**src/rtl/alu_rs_if.sv**
```systemverilog
// Issue, CDB snoop and ALU-side output bundle of the ALU reservation station.
// master = issue/CDB/ALU environment, slave = reservation station.
interface alu_rs_if #(
    parameter int unsigned TAG_W = 4
);
    logic             issue_valid;
    logic             issue_ready;
    logic [9:0]       issue_op;
    logic [31:0]      issue_vj;
    logic [TAG_W-1:0] issue_qj;
    logic             issue_qj_pend;
    logic [31:0]      issue_vk;
    logic [TAG_W-1:0] issue_qk;
    logic             issue_qk_pend;
    logic [TAG_W-1:0] issue_dest;

    logic             cdb_valid;
    logic [TAG_W-1:0] cdb_tag;
    logic [31:0]      cdb_value;

    logic             out_valid;
    logic             out_ready;
    logic [9:0]       out_op;
    logic [31:0]      out_vj;
    logic [31:0]      out_vk;
    logic [TAG_W-1:0] out_dest;

    modport master (
        output issue_valid, issue_op, issue_vj, issue_qj, issue_qj_pend,
        output issue_vk, issue_qk, issue_qk_pend, issue_dest,
        input  issue_ready,
        output cdb_valid, cdb_tag, cdb_value,
        input  out_valid, out_op, out_vj, out_vk, out_dest,
        output out_ready
    );

    modport slave (
        input  issue_valid, issue_op, issue_vj, issue_qj, issue_qj_pend,
        input  issue_vk, issue_qk, issue_qk_pend, issue_dest,
        output issue_ready,
        input  cdb_valid, cdb_tag, cdb_value,
        output out_valid, out_op, out_vj, out_vk, out_dest,
        input  out_ready
    );
endinterface

```
**src/rtl/alu_rs.sv**
```systemverilog
// Reservation station for the integer ALU: holds issued ops until both operands are
// captured (at issue or by CDB snoop), then dispatches the lowest ready entry into a register stage.
module alu_rs #(
    parameter int unsigned DEPTH = 4,
    parameter int unsigned TAG_W = 4
) (
    input  logic    clk,
    input  logic    reset,
    input  logic    flush,
    alu_rs_if.slave bus
);
    localparam int unsigned IdxW = $clog2(DEPTH);

    logic [DEPTH-1:0] busy_q, busy_d, rj_q, rj_d, rk_q, rk_d;
    logic [9:0]       op_q   [DEPTH];
    logic [9:0]       op_d   [DEPTH];
    logic [31:0]      vj_q   [DEPTH];
    logic [31:0]      vj_d   [DEPTH];
    logic [31:0]      vk_q   [DEPTH];
    logic [31:0]      vk_d   [DEPTH];
    logic [TAG_W-1:0] qj_q   [DEPTH];
    logic [TAG_W-1:0] qj_d   [DEPTH];
    logic [TAG_W-1:0] qk_q   [DEPTH];
    logic [TAG_W-1:0] qk_d   [DEPTH];
    logic [TAG_W-1:0] dest_q [DEPTH];
    logic [TAG_W-1:0] dest_d [DEPTH];

    logic             out_valid_q, out_valid_d;
    logic [9:0]       out_op_q, out_op_d;
    logic [31:0]      out_vj_q, out_vj_d;
    logic [31:0]      out_vk_q, out_vk_d;
    logic [TAG_W-1:0] out_dest_q, out_dest_d;

    logic [DEPTH-1:0] elig;
    logic [IdxW-1:0]  free_idx, sel_idx;
    logic             any_free, any_elig, can_load, issue_fire;

    // Eligibility and free slots come from registered state only, so a same-cycle
    // wakeup or dispatch never feeds back into issue_ready or selection.
    assign elig       = busy_q & rj_q & rk_q;
    assign any_free   = ~&busy_q;
    assign any_elig   = |elig;
    assign can_load   = !out_valid_q || bus.out_ready;
    assign issue_fire = bus.issue_valid && any_free;

    always_comb begin
        free_idx = '0;
        sel_idx  = '0;
        for (int i = DEPTH - 1; i >= 0; i--) begin
            if (!busy_q[i]) free_idx = IdxW'(i);
            if (elig[i])    sel_idx  = IdxW'(i);
        end
    end

    always_comb begin
        busy_d      = busy_q;
        rj_d        = rj_q;
        rk_d        = rk_q;
        op_d        = op_q;
        vj_d        = vj_q;
        vk_d        = vk_q;
        qj_d        = qj_q;
        qk_d        = qk_q;
        dest_d      = dest_q;
        out_valid_d = out_valid_q;
        out_op_d    = out_op_q;
        out_vj_d    = out_vj_q;
        out_vk_d    = out_vk_q;
        out_dest_d  = out_dest_q;

        for (int i = 0; i < DEPTH; i++) begin
            if (busy_q[i] && bus.cdb_valid) begin
                if (!rj_q[i] && qj_q[i] == bus.cdb_tag) begin
                    vj_d[i] = bus.cdb_value;
                    rj_d[i] = 1'b1;
                end
                if (!rk_q[i] && qk_q[i] == bus.cdb_tag) begin
                    vk_d[i] = bus.cdb_value;
                    rk_d[i] = 1'b1;
                end
            end
        end

        if (can_load) begin
            out_valid_d = any_elig;
            if (any_elig) begin
                out_op_d         = op_q[sel_idx];
                out_vj_d         = vj_q[sel_idx];
                out_vk_d         = vk_q[sel_idx];
                out_dest_d       = dest_q[sel_idx];
                busy_d[sel_idx]  = 1'b0;
            end
        end

        // The free slot is never the dispatched one, so both writes can coexist.
        if (issue_fire) begin
            busy_d[free_idx] = 1'b1;
            op_d[free_idx]   = bus.issue_op;
            dest_d[free_idx] = bus.issue_dest;
            qj_d[free_idx]   = bus.issue_qj;
            qk_d[free_idx]   = bus.issue_qk;
            vj_d[free_idx]   = bus.issue_vj;
            vk_d[free_idx]   = bus.issue_vk;
            rj_d[free_idx]   = !bus.issue_qj_pend;
            rk_d[free_idx]   = !bus.issue_qk_pend;
            if (bus.issue_qj_pend && bus.cdb_valid && bus.cdb_tag == bus.issue_qj) begin
                vj_d[free_idx] = bus.cdb_value;
                rj_d[free_idx] = 1'b1;
            end
            if (bus.issue_qk_pend && bus.cdb_valid && bus.cdb_tag == bus.issue_qk) begin
                vk_d[free_idx] = bus.cdb_value;
                rk_d[free_idx] = 1'b1;
            end
        end

        if (flush) begin
            busy_d      = '0;
            out_valid_d = 1'b0;
        end
    end

    always_ff @(posedge clk or posedge reset) begin
        if (reset) begin
            busy_q      <= '0;
            rj_q        <= '0;
            rk_q        <= '0;
            for (int i = 0; i < DEPTH; i++) begin
                op_q[i]   <= '0;
                vj_q[i]   <= '0;
                vk_q[i]   <= '0;
                qj_q[i]   <= '0;
                qk_q[i]   <= '0;
                dest_q[i] <= '0;
            end
            out_valid_q <= 1'b0;
            out_op_q    <= '0;
            out_vj_q    <= '0;
            out_vk_q    <= '0;
            out_dest_q  <= '0;
        end else begin
            busy_q      <= busy_d;
            rj_q        <= rj_d;
            rk_q        <= rk_d;
            op_q        <= op_d;
            vj_q        <= vj_d;
            vk_q        <= vk_d;
            qj_q        <= qj_d;
            qk_q        <= qk_d;
            dest_q      <= dest_d;
            out_valid_q <= out_valid_d;
            out_op_q    <= out_op_d;
            out_vj_q    <= out_vj_d;
            out_vk_q    <= out_vk_d;
            out_dest_q  <= out_dest_d;
        end
    end

    assign bus.issue_ready = any_free;
    assign bus.out_valid   = out_valid_q;
    assign bus.out_op      = out_op_q;
    assign bus.out_vj      = out_vj_q;
    assign bus.out_vk      = out_vk_q;
    assign bus.out_dest    = out_dest_q;
endmodule

```
**src/flat_wrapper.sv**
```systemverilog
// flat-port wrapper written by rule: the top's interface ports become plain ports
module alu_rs_flat 
#(
    parameter int unsigned DEPTH = 4,
    parameter int unsigned TAG_W = 4
)
  (clk, reset, flush, bus_issue_valid, bus_issue_op, bus_issue_vj, bus_issue_qj, bus_issue_qj_pend, bus_issue_vk, bus_issue_qk, bus_issue_qk_pend, bus_issue_dest, bus_issue_ready, bus_cdb_valid, bus_cdb_tag, bus_cdb_value, bus_out_valid, bus_out_op, bus_out_vj, bus_out_vk, bus_out_dest, bus_out_ready);
  alu_rs_if #(.TAG_W(TAG_W)) bus_i ();
  input  logic clk;
  input  logic reset;
  input  logic flush;
  input wire logic [$bits(bus_i.issue_valid)-1:0] bus_issue_valid;
  input wire logic [$bits(bus_i.issue_op)-1:0] bus_issue_op;
  input wire logic [$bits(bus_i.issue_vj)-1:0] bus_issue_vj;
  input wire logic [$bits(bus_i.issue_qj)-1:0] bus_issue_qj;
  input wire logic [$bits(bus_i.issue_qj_pend)-1:0] bus_issue_qj_pend;
  input wire logic [$bits(bus_i.issue_vk)-1:0] bus_issue_vk;
  input wire logic [$bits(bus_i.issue_qk)-1:0] bus_issue_qk;
  input wire logic [$bits(bus_i.issue_qk_pend)-1:0] bus_issue_qk_pend;
  input wire logic [$bits(bus_i.issue_dest)-1:0] bus_issue_dest;
  output wire logic [$bits(bus_i.issue_ready)-1:0] bus_issue_ready;
  input wire logic [$bits(bus_i.cdb_valid)-1:0] bus_cdb_valid;
  input wire logic [$bits(bus_i.cdb_tag)-1:0] bus_cdb_tag;
  input wire logic [$bits(bus_i.cdb_value)-1:0] bus_cdb_value;
  output wire logic [$bits(bus_i.out_valid)-1:0] bus_out_valid;
  output wire logic [$bits(bus_i.out_op)-1:0] bus_out_op;
  output wire logic [$bits(bus_i.out_vj)-1:0] bus_out_vj;
  output wire logic [$bits(bus_i.out_vk)-1:0] bus_out_vk;
  output wire logic [$bits(bus_i.out_dest)-1:0] bus_out_dest;
  input wire logic [$bits(bus_i.out_ready)-1:0] bus_out_ready;
  assign bus_i.issue_valid = bus_issue_valid;
  assign bus_i.issue_op = bus_issue_op;
  assign bus_i.issue_vj = bus_issue_vj;
  assign bus_i.issue_qj = bus_issue_qj;
  assign bus_i.issue_qj_pend = bus_issue_qj_pend;
  assign bus_i.issue_vk = bus_issue_vk;
  assign bus_i.issue_qk = bus_issue_qk;
  assign bus_i.issue_qk_pend = bus_issue_qk_pend;
  assign bus_i.issue_dest = bus_issue_dest;
  assign bus_issue_ready = bus_i.issue_ready;
  assign bus_i.cdb_valid = bus_cdb_valid;
  assign bus_i.cdb_tag = bus_cdb_tag;
  assign bus_i.cdb_value = bus_cdb_value;
  assign bus_out_valid = bus_i.out_valid;
  assign bus_out_op = bus_i.out_op;
  assign bus_out_vj = bus_i.out_vj;
  assign bus_out_vk = bus_i.out_vk;
  assign bus_out_dest = bus_i.out_dest;
  assign bus_i.out_ready = bus_out_ready;
  alu_rs #(.DEPTH(DEPTH), .TAG_W(TAG_W)) u_core (.clk(clk), .reset(reset), .flush(flush), .bus(bus_i));
endmodule
```
**config.mk**
```make
export PLATFORM = sky130hd
export DESIGN_NAME = alu_rs_flat
export DESIGN_NICKNAME = d
export VERILOG_FILES = /design/src/rtl/alu_rs_if.sv /design/src/rtl/alu_rs.sv /design/src/flat_wrapper.sv
export SDC_FILE = /design/constraint.sdc
export NUM_CORES = 1
export LEC_CHECK = 0
export BUFFER_PORTS_ARGS = -buffer_cell sky130_fd_sc_hd__buf_2
export CAP_MARGIN = 30
export CORE_ASPECT_RATIO = 1.4
export CORE_MARGIN = 2
export CORE_UTILIZATION = 54
export DETAILED_ROUTE_END_ITERATION = 16
export PLACE_DENSITY_LB_ADDON = 0.15
export RECOVER_POWER = 50
export SYNTH_ARGS = -nofsm -noshare
export SYNTH_HDL_FRONTEND = slang
export SYNTH_SLANG_ARGS = --single-unit
export TNS_END_PERCENT = 50
```
**constraint.sdc**
```tcl
create_clock -name clk -period 11.3 [get_ports clk]
set_input_delay 0 -clock clk [delete_from_list [all_inputs] [get_ports clk]]
set_output_delay 0 -clock clk [all_outputs]
set_load 0.02 [all_outputs]
```
Word-level counts from Yosys, hierarchy flattened
Cells that the tools add are included.

Equal/unequal tests: 10. Reduce and logical (&&, ||, !) cells: 37. Bitwise operators: 9. Mux-type cells: 86. Magnitude comparators: 7.

Operator list (number): 32-bit 2-to-1 mux (21); 128-bit bitwise mux (4); 128-bit 2-to-1 mux (4); 32-bit binary-select mux with 2-bit select (2); 32-bit demux with 2-bit select (1); 16-bit bitwise mux (3); 4-bit 2-to-1 mux (11); 40-bit bitwise mux (1); 4-bit == test (10); 10-bit 2-to-1 mux (3); 10-bit binary-select mux with 2-bit select (1); 10-bit demux with 2-bit select (1); 1-bit logical AND (20); 1-bit 2-to-1 mux (20); 2-bit 2-to-1 mux (8); 4-bit bitwise AND (3); 1-bit logical NOT (12); 4-bit bitwise OR (3); 4-bit binary-select mux with 2-bit select (1); 4-bit bitwise mux (2); 4-bit demux with 2-bit select (1); 3-bit greater-or-equal comparator (second input constant) (2); 2-bit by 3-bit < comparator with 1-bit output (second input constant) (2); 2-bit inverter with 3-bit output (2); other kinds (9) (11).

Output and inout port bits: 80. Bits in registers: 435. Word-level logic and storage cells: 181.

Depth between registers and ports, before layout
Gate-level depths: netlist of run 1.

Word-level depth: 17. Gate-level depth with buffers: 9.

Worst setup path after synthesis of run 1
OpenSTA, ideal clock, no wires.

Path kind: register to register. Start point: register u_core.busy_q[1]. End point: register u_core.vj_q[66] in the netlist's numbering. Library setup time: 0.138 ns. Clock period less this slack: 1.863 ns. Setup slack: 9.437 ns. Stages on the path, launching flop included: 7. Path buffers: 1. Arrival time: 1.725 ns. Data required time: 11.162 ns. Cells stage by stage: dfrtp_1 nand2_2 or3_4 nor3_4 buf_8 mux2i_1 o22ai_1.

RTL lines: start: declaration (RTL line alu_rs.sv:14) `logic [DEPTH-1:0] busy_q, busy_d, rj_q, rj_d, rk_q, rk_d;`; start signal: assignment (RTL line alu_rs.sv:141) `busy_q <= busy_d;`; end signal: assignment (RTL line alu_rs.sv:145) `vj_q <= vj_d;`; end: declaration (RTL line alu_rs.sv:17) `logic [31:0] vj_q [DEPTH];`.

==> metrics.md, run 1 <==
| Metric | Value |
|---|---|
| Total track usage | 0.376 |
| Reg clk slew, reported paths | about 0.06 ns |
| CTS tree | yes |
| Setup Viol. Count Final | 0 |
| Drt pass-1 iters | 9 |
| Dpl ws | 7.57 ns |
| Status | finished with violations |
| Std-Cell Rows | between 80 and 90 |
| Worst vdd ir | roughly 0.12 mV |
| Root Buffer | clkbuf_16 |
| Post-synth net total | roughly 2.5k |
| First-pass GRT wire length | approximately 120000 microns |
| Synth top area cells | dfrtp_1 51%, a21oi_1 8.8%, nand2_1 8.0% |
| Cells after Synth | between 2k and 2.5k |
| Largest net degree at the start of global routing | 85 |
| F_max | between 150 and 200 MHz |
| Post-synthesis sequential area ratio | 0.506 |
| Top-area cell type share of the netlist area | 0.506 |
| Setup Buffers After CTS | 0 |
| 1st-iter DRT viols | approximately 2.8k |
| Most common cell in the netlist | nand2_1 |
| TritonCTS Buffers | 43 |
| Initial antenna violation count | 5 |
| Clock Tree Buf Depth | 3 |
| Initial Util | 0.547 |
| Setup Skew | 0.0200 ns |
| M1 WL | slightly below 30000 microns |
| Largest fanout on the critical path | between 70 and 80 |
| Asr flop ratio synth | 1.00 |
| WP data arrival | between 6 and 7 ns |
| Syn Std Cell Area | between 20000 and 25000 sq um |
| Ys flop type | dfrtp_1 |
| Core Region | between 30000 and 40000 sq um |
| Mean Syn Cell Area | 9.17 sq um |
| Period utilization | 0.498 |
| Leading area contributor after synthesis | dfrtp_1 |
| CTS resizes | 0 |
| Synthesis warning total | 0 |
| Area of the die | a little over 40000 sq um |
| Wire per inst | between 20 and 30 microns |
| Setup WS post-layout | 5.68 ns |
| Layout area overhead | 19.7% |
| Max_slew headroom | -1.61 |
| Detail Route Antenna Nets | 0 |
| Ports | between 200 and 250 |
| RD Place Congestion | around 0.83 |
| Share of cells above drive strength 1 | 0.124 |
| Met2 Wirelength | approximately 37000 microns |
| Final nets | 2726 |
| Startpoint types | flop |
| DP Wirelength | between 40000 and 50000 microns |
| Hold Path Class | in2reg |
| Residual DRC | 0 |
| WP data required | about 12 ns |
| Top post-synthesis cells by count | 460 x nand2_1, 435 x dfrtp_1, 377 x a21oi_1, 209 x o22ai_1, 161 x inv_1 |
| Total wire length | 79100 microns |
| Unrepaired setup endpoints after global routing | false |
| DR vias/cell | 6.59 |
| H-tree depth | 2 |
| Final hold vios | 0 |
| #FFs+latches synth | around 440 |
| Total grt overflow | 0 |
| Die H | 240 microns |
| Met3 WL | 8130 microns |
| Clk sinks | 435 |
| I/O Buffers | between 200 and 250 |
| Post-synth EDFFs | 0 |
| Clock latency on the worst-skew pair | 0.57 ns |
| Filler cell count | ~3.3k |
| Cell Pwr Density | 193 nW/um^2 |
| Endpoint class of the critical path | flop |
| Setup CP Type | reg2reg |
| MaxCap Viol Count | 10 |
| Via Count | 20.8k |
| Worst slew pin tran | 3.91 ns |
| Vias in the first global route | 21.0k |
| Leakage power | around 11 nW |
| Failing checks | capacitance limit, slew limit |
| Setup tns final | 0 ns |
| Synth cell types | 47 |
| Chip Width | 173 microns |
| Max Slew Vio Count | 424 |
| Top Layer Used | met5 |
| Tmin final | approximately 5.6 ns |
==> area by class of cell <==
cell class,count,area [sq um],share of cell area
antenna,3,7.51,0.000291
multi-input combinational,1514,9010,0.349
timing repair buffer,441,3230,0.125
sequential,435,10900,0.422
tap,528,661,0.0256
inverter,161,606,0.0235
clock buffer,68,1320,0.0513
clock inverter,8,65.1,0.00252
==> kinds of logic (layout without fill, tap and decap cells) <==
group,after synthesis,after routing,share of synthesized area
buffers and inverters,399,678,0.0874
other,0,3,0
AND/OR/NAND/NOR,577,577,0.108
multiplexers,88,88,0.0422
flip-flops,435,435,0.506
AO/OA/AOI/OAI,809,809,0.240
XOR/XNOR,40,40,0.0163
==> report_power, final <==
part | total (mW) | internal [mW] | switching, mW
combinational | 1.30 | 0.538 | 0.758
sequential | 2.22 | 1.95 | 0.270
clock | 1.45 | 0.823 | 0.626
==> critical path: stages, from the launching register on <==
cell and delay, ns:
dfrtp_1 0.59, and2b_2 0.21, clkbuf_1 2.74, and2_0 0.80
buf_4 0.77, a21oi_1 0.16, o22ai_1 0.22
==> timing repair <==
action / CTS / global route
hold buffers: 184 / 0
setup endpoints to repair: 0 / 0
hold endpoints to repair: 388 / 0
==> through the flow <==
step                      cells  hold WS, ns  instance area [sq um]   util  power (mW)
after floorplan            2348       0.0631                  21500      -        2.98
after global placement     2886        0.168                  22500  0.572        3.36
after detailed placement   2893        0.175                  22700  0.576        3.41
after CTS                  3153        0.144                  25900  0.658        4.97
after global routing       3158        0.221                  25800  0.655        5.17
final                      3158        0.176                  25800  0.655        4.97
==> path summary, 6_finish.rpt <==
path	from	slack, ns	cells after the start	end
hold reg to reg	u_core.op_q[11]$_DFFE_PP0P_	0.48	2	u_core.op_q[11]$_DFFE_PP0P_
setup reg to reg	u_core.busy_q[0]$_DFF_PP0_	5.68	6	u_core.vk_q[67]$_DFF_PP0_
max in group asynchronous	reset	6.19	5	u_core.qk_q[5]$_DFFE_PP0P_
min in group asynchronous	reset	0.34	3	u_core.bus.out_vk[17]$_DFFE_PP0P_
hold / removal	bus_cdb_tag[3]	0.18	6	u_core.rj_q[0]$_DFF_PP0_
setup / recovery	u_core.busy_q[0]$_DFF_PP0_	5.68	6	u_core.vk_q[67]$_DFF_PP0_
==> layout by cell type, fill, tap and decap left out, drive strengths merged, types with 5 or more instances in the layout <==
cell type    count
o221a           32
nor3            20
xnor2           34
inv            160
buf            167
mux2i           66
mux2            22
xor2             6
a31oi           46
nor2            54
a21oi          377
a221oi          41
clkinv           7
a222oi          64
o221ai          30
and3             5
clkbuf         158
dlygate4sd3    184
dfrtp          435
nand3           17
nand2          461
o22ai          209
==> flip-flops by register name (all words and copies together) (netlist names), 10 cells and up <==
| name | flops |
|---|---|
| u_core.vj_q | 128 |
| u_core.vk_q | 128 |
| u_core.op_q | 40 |
| u_core.bus.out_vj | 32 |
| u_core.bus.out_vk | 32 |
| u_core.dest_q | 16 |
| u_core.qj_q | 16 |
| u_core.qk_q | 16 |
| u_core.bus.out_op | 10 |
==> layer usage <==
layer  up-vias  track usage
li1       8874            -
met5         -            0
met1     10200        0.468
met2      1459        0.623
met3       318       0.0626
met4         4        0.218
Note: power is estimated with default switching activity, not from simulation.
==> inputs of run 2 (changes only) <==
==> constraint.sdc (replaced) <==
create_clock -name clk -period 4.7 [get_ports clk]
set_input_delay 0 -clock clk [delete_from_list [all_inputs] [get_ports clk]]
set_output_delay 0 -clock clk [all_outputs]
set_load 0.02 [all_outputs]
==> run 2 against run 1 <==
The run still ends with capacitance limit, slew limit left. Global-route usage shrank 0.24 points. Clock power rose to 2.6 times the previous value. Power up 150%. First-iteration DRC count fell by 0.42%. Final cell count about the same. Die area stayed put. Via count fell by 0.74%. Worst setup slack lost 4.6 ns. Highest routed layer unchanged.
==> metrics.md, run 2 (synthesized netlist as in run 1, its figures left out) <==
| Metric | Value |
|---|---|
| Total net switching power | 4.02 mW |
| I/O Buffers | 209 |
| Chip Width | between 150 and 200 microns |
| CTS tree | yes |
| Worst reg2reg endpoint | u_core.vk_q[118]$_DFF_PP0_ |
| Setup WS post-layout | around 1.1 ns |
| Setup Viol. Count Final | 0 |
| Net Sw Frac | 0.326 |
| Hold slack | approximately 0.046 ns |
| Dpl cell area | 22800 sq um |
| Largest fanout on the critical path | 34 |
| Max Slew Vio Count | 171 |
| Total track usage | 0.373 |
| Largest registers | u_core.vj_q: 128 flops, u_core.vk_q: 128 flops, u_core.op_q: 40 flops |
| Failing checks | capacitance limit, slew limit |
| Unrepaired setup endpoints after global routing | false |
| Setup tns final | 0 ns |
| WP data required | just over 5 ns |
| Clock Tree Buf Depth | 3 |
| Ports | 210 |
| Initial Util | 0.547 |
| TritonCTS Buffers | 44 |
| Total wire length | 78300 microns |
| Tmin final | between 3 and 4 ns |
| Commonest non-fill, non-tap cells in the layout | 455 x nand2_1, 435 x dfrtp_1, 374 x a21oi_1 |
| 1st-iter DRT viols | around 2.8k |
| Share of cells above drive strength 1 | 0.131 |
| Via Count | a little over 20k |
| Residual DRC | 0 |
| Initial antenna violation count | 1 |
| Drt pass-1 iters | 9 |
| Period utilization | 0.769 |
| Std-Cell Rows | 86 |
| DP Wirelength | between 40000 and 50000 microns |
| Endpoint class of the critical path | flop |
| Leakage power | approximately 12 nW |
| Clock power frac | 0.310 |
| Routing usage on met2 | 0.628 |
| Die H | about 240 microns |
| Core Region | ~39000 sq um |
| Final Power | ~12 mW |
| Clk sinks | about 440 |
| Total grt overflow | 0 |
| Layout area overhead | 21.3% |
| Root Buffer | clkbuf_16 |
| Max_slew headroom | -1.02 |
| Largest net degree at the start of global routing | between 100 and 150 |
| Crit. Startpoint | u_core.busy_q[0]$_DFF_PP0_ |
| Diodes inserted | 0 |
| Final hold vios | 0 |
| Fin area | around 26000 sq um |
| GR Util met3 | 0.0629 |
| Final nets | between 2k and 3k |
| Combinational share of power | 0.255 |
| R2R depth | 4 |
| Detail Route Antenna Nets | 0 |
| Setup Buffers After CTS | 0 |
| MaxCap Viol Count | 3 |
| CTS resizes | 0 |
| Internal Pwr Total | between 8 and 9 mW |
| First-pass GRT wire length | around 120000 microns |
| Dpl ws | about 1.8 ns |
| Setup CP Type | reg2reg |
| Area of the die | between 40000 and 50000 sq um |
| Commonest non-fill, non-tap cell in the layout | nand2_1 |
| Crit path capture | u_core.vk_q[118]$_DFF_PP0_ |
| Cell Pwr Density | 473 nW/um^2 |
| Hold Path Class | in2reg |
| Clock latency on the worst-skew pair | approximately 0.56 ns |
| F_max | 277 MHz |
| WP data arrival | ~4.1 ns |
| Reg2reg start | u_core.busy_q[0]$_DFF_PP0_ |
| Worst vdd ir | 0.405 mV |
| Most Crowded Layer GR | met2 |
| H-tree depth | 2 |
| Reg clk slew, reported paths | approximately 0.060 ns |
| Sequential share of power | 0.435 |
| Met1 Track Usage GR | 0.460 |
| Reg2reg setup slack | about 1.1 ns |
| Startpoint types | flop |
| Vias in the first global route | 21.0k |
| Status | finished with violations |
| Worst slew pin tran | roughly 3.0 ns |
| Post-layout util | 0.663 |
| RD Place Congestion | a little under 0.9 |
| DR vias/cell | approximately 6.5 |
| Fin cells | 3156 |
| Setup Skew | between 0.02 and 0.025 ns |
| Placed Instances | ~2.9k |
| Wire per inst | 24.8 microns |
==> run 2: cell count changes in the layout (fill, tap and decap cells not counted), sizes merged <==
cell and delta:
clkinv -1, clkbuf -12, buf +6, diode -3, dlygate4sd3 +1, clkinvlp +1, bufinv +6
==> run 2: layout make-up <==
cell class	instances	area, sq um
multi-input cells	1514	9030
flip-flops and latches	435	10900
well taps	528	661
clock buffers	63	1310
clock inverters	14	248
fillers	3242	13300
repair buffers	441	3390
inverters	161	606
==> run 2: worst max-delay path: stages (launching register included) <==
cell and delay (ns):
dfrtp_1 0.52, nor2b_1 2.27, buf_12 0.29, a21oi_1 0.12, o221ai_1 0.26
==> run 2: worst min path at each step <==
| stage | start | to | slack, ns | cells after the start |
|---|---|---|---|---|
| floorplan | flush | u_core.busy_q[3]$_DFF_PP0_ | 0.06 | 1 |
| global placement | flush | u_core.busy_q[3]$_DFF_PP0_ | 0.22 | 2 |
| detailed placement | reset | u_core.vk_q[113]$_DFF_PP0_ | -0.05 | 2 |
| CTS | bus_cdb_valid | u_core.rj_q[3]$_DFF_PP0_ | 0.02 | 5 |
| global route | bus_cdb_valid | u_core.rj_q[3]$_DFF_PP0_ | 0.06 | 5 |
| finish | bus_cdb_valid | u_core.rj_q[3]$_DFF_PP0_ | 0.05 | 5 |
==> run 2: power by group through the flow <==
stage | Clock, mW | Combinational, mW | Sequential [mW]
after global routing | 3.99 | 3.41 | 5.45
final | 3.83 | 3.15 | 5.37
after global placement | 0 | 2.76 | 5.36
after detailed placement | 0 | 2.85 | 5.39
after CTS | 3.85 | 3.19 | 5.33
after floorplan | 0 | 1.54 | 5.61
==> run 2: repair_timing <==
item                                    CTS  global route
hold buffers                            185             0
endpoints found under the hold margin   502             0
endpoints found under the setup margin    0             0
==> run 2: routing by layer <==
metal / wire length, microns / share of wire
met4: 4390 / 0.056
met5: 11 / 0.00014
met2: 37700 / 0.48
met3: 7690 / 0.098
met1: 28600 / 0.36
